**config.mk**
```make
export PLATFORM = sky130hd
export DESIGN_NAME = hazard_unit
export DESIGN_NICKNAME = d
export VERILOG_FILES = /design/src/rtl/rv_hazard_pkg.sv /design/src/rtl/hazard_unit_sat_counter.sv /design/src/rtl/hazard_unit.sv
export SDC_FILE = /design/constraint.sdc
export NUM_CORES = 1
export LEC_CHECK = 0
export ABC_AREA = 1
export CORE_MARGIN = 5
export CORE_UTILIZATION = 39
export CTS_CLUSTER_DIAMETER = 30
export CTS_CLUSTER_SIZE = 28
export DETAILED_ROUTE_END_ITERATION = 10
export PLACE_DENSITY = 0.78
export SYNTH_ARGS = -nofsm -noshare
export SYNTH_HDL_FRONTEND = slang
export SYNTH_SLANG_ARGS = --single-unit
```
**constraint.sdc**
```tcl
create_clock -name clk -period 1.4 [get_ports clk]
set_input_delay 0.14 -clock clk [delete_from_list [all_inputs] [get_ports clk]]
set_output_delay 0.14 -clock clk [all_outputs]
set_load 0.01 [all_outputs]
```
**src/rtl/rv_hazard_pkg.sv**
```systemverilog
`default_nettype none
// ============================================================================
// Module      : rv_hazard_pkg
// Description : Shared types and constants for the hazard unit and the
//               forwarding unit of the 5-stage RISC-V-lite core.
// Revision    : 1.0  initial release
// ============================================================================
package rv_hazard_pkg;

  // Default register-index width (32 architectural registers)
  localparam int REG_ADDR_W_DFLT = 5;

  // Hazard controller states
  typedef enum logic [1:0] {
    RUN      = 2'd0,
    MEM_WAIT = 2'd1,
    TIMEOUT  = 2'd2
  } hz_state_e;

endpackage
`default_nettype wire

```
**src/rtl/hazard_unit_sat_counter.sv**
```systemverilog
`default_nettype none
// ============================================================================
// Module      : sat_counter
// Description : Up-counter that increments on inc and holds at all-ones.
// Revision    : 1.0  initial release
// ============================================================================
module sat_counter #(
  parameter int WIDTH = 32
) (
  input  logic             clk,
  input  logic             rst,
  input  logic             inc,
  output logic [WIDTH-1:0] count
);

  logic [WIDTH-1:0] count_d;
  logic [WIDTH-1:0] count_q;

  // Next count: step up unless already saturated
  always_comb begin
    count_d = count_q;
    if (inc && (count_q != '1)) begin
      count_d = count_q + 1'b1;
    end
  end

  // Count register
  always_ff @(posedge clk or posedge rst) begin
    if (rst) begin
      count_q <= '0;
    end else begin
      count_q <= count_d;
    end
  end

  assign count = count_q;

endmodule
`default_nettype wire

```
**src/rtl/hazard_unit.sv**
```systemverilog
`default_nettype none
// ============================================================================
// Module      : hazard_unit
// Description : Load-use / taken-branch / data-memory-wait hazard controller
//               with a memory-wait watchdog. Define HAZARD_PERF_EN to build
//               the three saturating performance counters.
// Revision    : 1.0  initial release
// ============================================================================
module hazard_unit
  import rv_hazard_pkg::*;
#(
  parameter int REG_ADDR_W = REG_ADDR_W_DFLT,
  parameter int MAX_WAIT   = 15,
  parameter int PERF_CNT_W = 32
) (
  input  logic                  clk,
  input  logic                  rst,
  input  logic [REG_ADDR_W-1:0] id_src1,
  input  logic [REG_ADDR_W-1:0] id_src2,
  input  logic                  id_use_src1,
  input  logic                  id_use_src2,
  input  logic [REG_ADDR_W-1:0] ex_dest,
  input  logic                  ex_mem_read,
  input  logic                  ex_reg_write,
  input  logic                  ex_branch_taken,
  input  logic                  dmem_req,
  input  logic                  dmem_ready,
  output logic                  pc_write,
  output logic                  if_id_write,
  output logic                  if_id_flush,
  output logic                  id_ex_bubble,
  output logic                  ex_mem_hold,
  output logic                  mem_wb_bubble,
  output logic                  mem_timeout
`ifdef HAZARD_PERF_EN
  ,
  output logic [PERF_CNT_W-1:0] lu_stall_cnt,
  output logic [PERF_CNT_W-1:0] mem_stall_cnt,
  output logic [PERF_CNT_W-1:0] flush_cnt
`endif
);

  localparam int WAIT_W = $clog2(MAX_WAIT + 1);
  localparam logic [WAIT_W-1:0] WAIT_LIMIT = WAIT_W'(MAX_WAIT);

  hz_state_e       state_d, state_q;
  logic [WAIT_W-1:0] wait_cnt_d, wait_cnt_q;
  logic            mem_timeout_d, mem_timeout_q;

  logic mem_busy;
  logic load_use;
  logic freeze;

  // Hazard conditions derived from the current inputs
  always_comb begin
    mem_busy = dmem_req & ~dmem_ready;
    load_use = ex_mem_read & ex_reg_write & (ex_dest != '0) &
               ((id_use_src1 & (id_src1 == ex_dest)) |
                (id_use_src2 & (id_src2 == ex_dest)));
    freeze   = (state_q == TIMEOUT) | mem_busy;
  end

  // Next state and watchdog counter
  always_comb begin
    state_d       = state_q;
    wait_cnt_d    = wait_cnt_q;
    case (state_q)
      RUN: begin
        if (mem_busy) begin
          state_d    = MEM_WAIT;
          wait_cnt_d = WAIT_W'(1);
        end
      end
      MEM_WAIT: begin
        if (!mem_busy) begin
          state_d    = RUN;
          wait_cnt_d = '0;
        end else if (wait_cnt_q == WAIT_LIMIT) begin
          state_d    = TIMEOUT;
        end else begin
          wait_cnt_d = wait_cnt_q + 1'b1;
        end
      end
      TIMEOUT: begin
        // Only reset leaves this state
        state_d = TIMEOUT;
      end
      default: begin
        state_d    = RUN;
        wait_cnt_d = '0;
      end
    endcase
    mem_timeout_d = mem_timeout_q | (state_d == TIMEOUT);
  end

  // State, watchdog and sticky timeout registers
  always_ff @(posedge clk or posedge rst) begin
    if (rst) begin
      state_q       <= RUN;
      wait_cnt_q    <= '0;
      mem_timeout_q <= 1'b0;
    end else begin
      state_q       <= state_d;
      wait_cnt_q    <= wait_cnt_d;
      mem_timeout_q <= mem_timeout_d;
    end
  end

  // Pipeline controls in priority order: reset, freeze, branch, load-use, normal
  always_comb begin
    pc_write      = 1'b1;
    if_id_write   = 1'b1;
    if_id_flush   = 1'b0;
    id_ex_bubble  = 1'b0;
    ex_mem_hold   = 1'b0;
    mem_wb_bubble = 1'b0;
    if (rst) begin
      pc_write      = 1'b0;
      if_id_write   = 1'b0;
      id_ex_bubble  = 1'b1;
      mem_wb_bubble = 1'b1;
    end else if (freeze) begin
      pc_write      = 1'b0;
      if_id_write   = 1'b0;
      ex_mem_hold   = 1'b1;
      mem_wb_bubble = 1'b1;
    end else if (ex_branch_taken) begin
      // IF/ID stays enabled so the flushed NOP is captured
      if_id_flush   = 1'b1;
      id_ex_bubble  = 1'b1;
    end else if (load_use) begin
      pc_write      = 1'b0;
      if_id_write   = 1'b0;
      id_ex_bubble  = 1'b1;
    end
  end

  assign mem_timeout = mem_timeout_q;

`ifdef HAZARD_PERF_EN
  logic act_branch;
  logic act_lu;

  // Only the hazard that actually drove the controls is counted
  always_comb begin
    act_branch = ~freeze & ex_branch_taken;
    act_lu     = ~freeze & ~ex_branch_taken & load_use;
  end

  sat_counter #(.WIDTH(PERF_CNT_W)) u_lu_cnt (
    .clk   (clk),
    .rst   (rst),
    .inc   (act_lu),
    .count (lu_stall_cnt)
  );

  sat_counter #(.WIDTH(PERF_CNT_W)) u_mem_cnt (
    .clk   (clk),
    .rst   (rst),
    .inc   (freeze),
    .count (mem_stall_cnt)
  );

  sat_counter #(.WIDTH(PERF_CNT_W)) u_flush_cnt (
    .clk   (clk),
    .rst   (rst),
    .inc   (act_branch),
    .count (flush_cnt)
  );
`else
  // Counter width is only meaningful when the counters are built
  if (PERF_CNT_W < 1) begin : g_perf_w_unused
  end
`endif

endmodule
`default_nettype wire

```
==> reports/qor.yml <==
run_status:
  status: "finished, final reports clean"
layout:
  num-nets-final: 180
  antenna_cells: 0
  layout_common_cells: "nand2_1 (38), inv_1 (22), dlygate4sd2_1 (14), nor2_1 (11), nand2_2 (8)"
  fillers: 150
  area_delta_synth_final_pct: 69.2
  layout_commonest_cell: "nand2_1"
  final_cell_area_um2: 1070
  drive_gt1_share_pct: 24.0
  fin_cells: 170
run:
  maxCapViolCount: 0
cts:
  cts_buffers: 3
  cts_root_buf: "clkbuf_4"
  htreeDepth: 1
  clk_path_buf_depth: 2
  cts.sink_count: 7
  clk_latency_ns: 0.26
  hold_buffers: 0
  tritoncts: "built"
  clkTransAtPathRegs_ns: 0.05
pwr:
  leakage_nw: 0.638
  irDropWorstVdd_uv: 515
  power_density_nw_per_um2: 561
die:
  design.die.area_um2: 2530
  coreArea_um2: 1520
  start_util_pct: 41.5
  die_height_um: 50.3
  row_count: 14
  chipWidth_um: 50.3
  num_io_pins: 31
detailed_routing:
  avgRoutedWirePerCell_um: 9.81
  vias_per_cell: 4.55
  antenna_left: 0
  post-route-drc-count: 0
  drt_pre_antenna_iters: 4
  routed_wirelength_um: 1670
  vias: 774
  drt_iter0_drc: 13
setup_path:
  cp_max_fo: 3
  end_kind: "output pin"
  crit_buf_inv: 3
  crit_chain: "inv_2 > nand2_4 > buf_6 > a21oi_4 > a21oi_2 > buf_2"
  critPathRequiredTime_ns: 1.26
  rrSetupSlack_ns: 0.07
  crit_arrival_ns: 1.21
  critPathMaxStageDelay_ns: 0.38
  crit_family: "flip-flops"
  cp-start-kind: "flop"
  critPathSlowestCell: "dfrtp_1"
  path_class: "flop to output pin"
timing:
  finalSetupTns_ns: 0
  period_needed_ns: 1.35
  slew_headroom_pct: 82.1
  fin_worst_skew_ns: 0.00796
  rsz0062_at_grt: "yes"
  hold_viol_final: 0
  clock.fmax_mhz: 741
  worst_pin_slew_ns: 0.269
  period_share_pct: 96.4
  final-max-slew-violation-count: 0
  finalSetupViolations: 0
placement:
  numPortBuffers: 30
  hpwlAfterDp_um: 1380
  dp.cells: 165
  gp_congestion: 0.729
  placed_area_um2: 1010
grt:
  grt_max_degree: 8
  grt_pass1_wl_um: 2990
  grt_antenna_before_repair: 0
  grtUsageTotal_pct: 15.3
  grt_pass1_vias: 750
  grt-ovfl-total: 0
min_path:
  min_path_type: "primary input to async pin"
yosys:
  syn_avg_cell_area_um2: 5.65
  ys_seq_elements: 7
  ys_warn_count: 0
  seq_area_frac_synth_pct: 27.7
  synth_fp_nets: 137
  synth_cells: 112
  synth.distinct_cells: 17
  syn_area_um2: 633
## worst reg2reg max path: cells and delay by family, from the launching register on
kind,cells,cell delay [ns]
fa+ha+maj,1,0.22
flops,1,0.41
simple gates,5,0.58
## report_power, final
part	internal, mW	total [mW]	switching, mW	leakage [nW]
Combinational	0.100	0.197	0.0964	0.534
Clock	0.109	0.187	0.0780	0.0150
Sequential	0.210	0.217	0.00734	0.0889
## cells by family after synthesis
logic type	share of synthesized area, %
flip-flops	27.7
buffers and inverters	15.4
XOR/XNOR	1.38
AO/OA/AOI/OAI	5.93
adder cells (fa/ha/maj)	1.98
AND/OR/NAND/NOR	47.6
## cells in the mapped netlist
master / count / area, um^2
a211oi_1: 1 / 7.51
a21oi_1: 2 / 10.0
buf_4: 1 / 7.51
dfrtp_1: 7 / 175
ha_1: 1 / 12.5
inv_1: 23 / 86.3
inv_2: 1 / 3.75
nand2_1: 45 / 169
nand2_2: 2 / 12.5
nand2_4: 1 / 11.3
nand3_1: 5 / 25.0
nand4_1: 2 / 12.5
nor2_1: 13 / 48.8
nor3_2: 1 / 10.0
o21ai_0: 4 / 20.0
or2_2: 2 / 12.5
xor2_1: 1 / 8.76
## flip-flops by register name, indices dropped and copies added, names as in the netlist
signal / flops
mem_timeout: 1
wait_cnt_q: 4
state_q: 2
## layout make-up
type	count	area [um^2]	share of cell area (%)
sequential	7	175	16.4
tap	16	20.0	1.87
timing repair buffer	39	345	32.2
clock buffer	4	26.3	2.45
inverter	24	90.1	8.41
multi-input combinational	80	414	38.7
## routing by layer
| layer | wire [um] | vias up | share of wire, % | GRT usage (%) |
|---|---|---|---|---|
| met5 | 0 | - | 0 | 0 |
| met3 | 142 | 4 | 8.5 | 6.51 |
| met4 | 41 | 0 | 2.5 | 7.66 |
| met1 | 700 | 322 | 42 | 18.2 |
| met2 | 783 | 28 | 47 | 23.4 |
| li1 | - | 420 | - | - |
## final timing paths
kind	startpoint	endpoint	cells after the start
worst max-delay path	state_q[0]	id_ex_bubble	6
worst min-delay path	rst	wait_cnt_q[2]	2
worst max register to register	wait_cnt_q[0]	mem_timeout	6
worst min register to register	mem_timeout	mem_timeout	1
max in group asynchronous	rst	mem_timeout	2
min in group clk	mem_timeout	mem_timeout	1
## metrics by stage
stage	util (%)	hold WS [ns]	power, mW	worst slack (ns)
floorplan	-	-0.0566	0.305	0.190
global placement	66.0	0.459	0.421	-0.556
detailed placement	66.0	0.462	0.424	-0.574
CTS	66.0	0.229	0.593	0.00268
global route	70.3	0.340	0.654	-0.0544
finish	70.3	0.294	0.601	0.0510
## repair_timing
| item | CTS | global route |
|---|---|---|
| setup buffers | 1 | 1 |
| cloned | 0 | 0 |
| resized for setup | 44 | 21 |
| endpoints found under the setup margin | 6 | 10 |
| pin swaps | 12 | 14 |
Power figures use the tool's default switching activity.
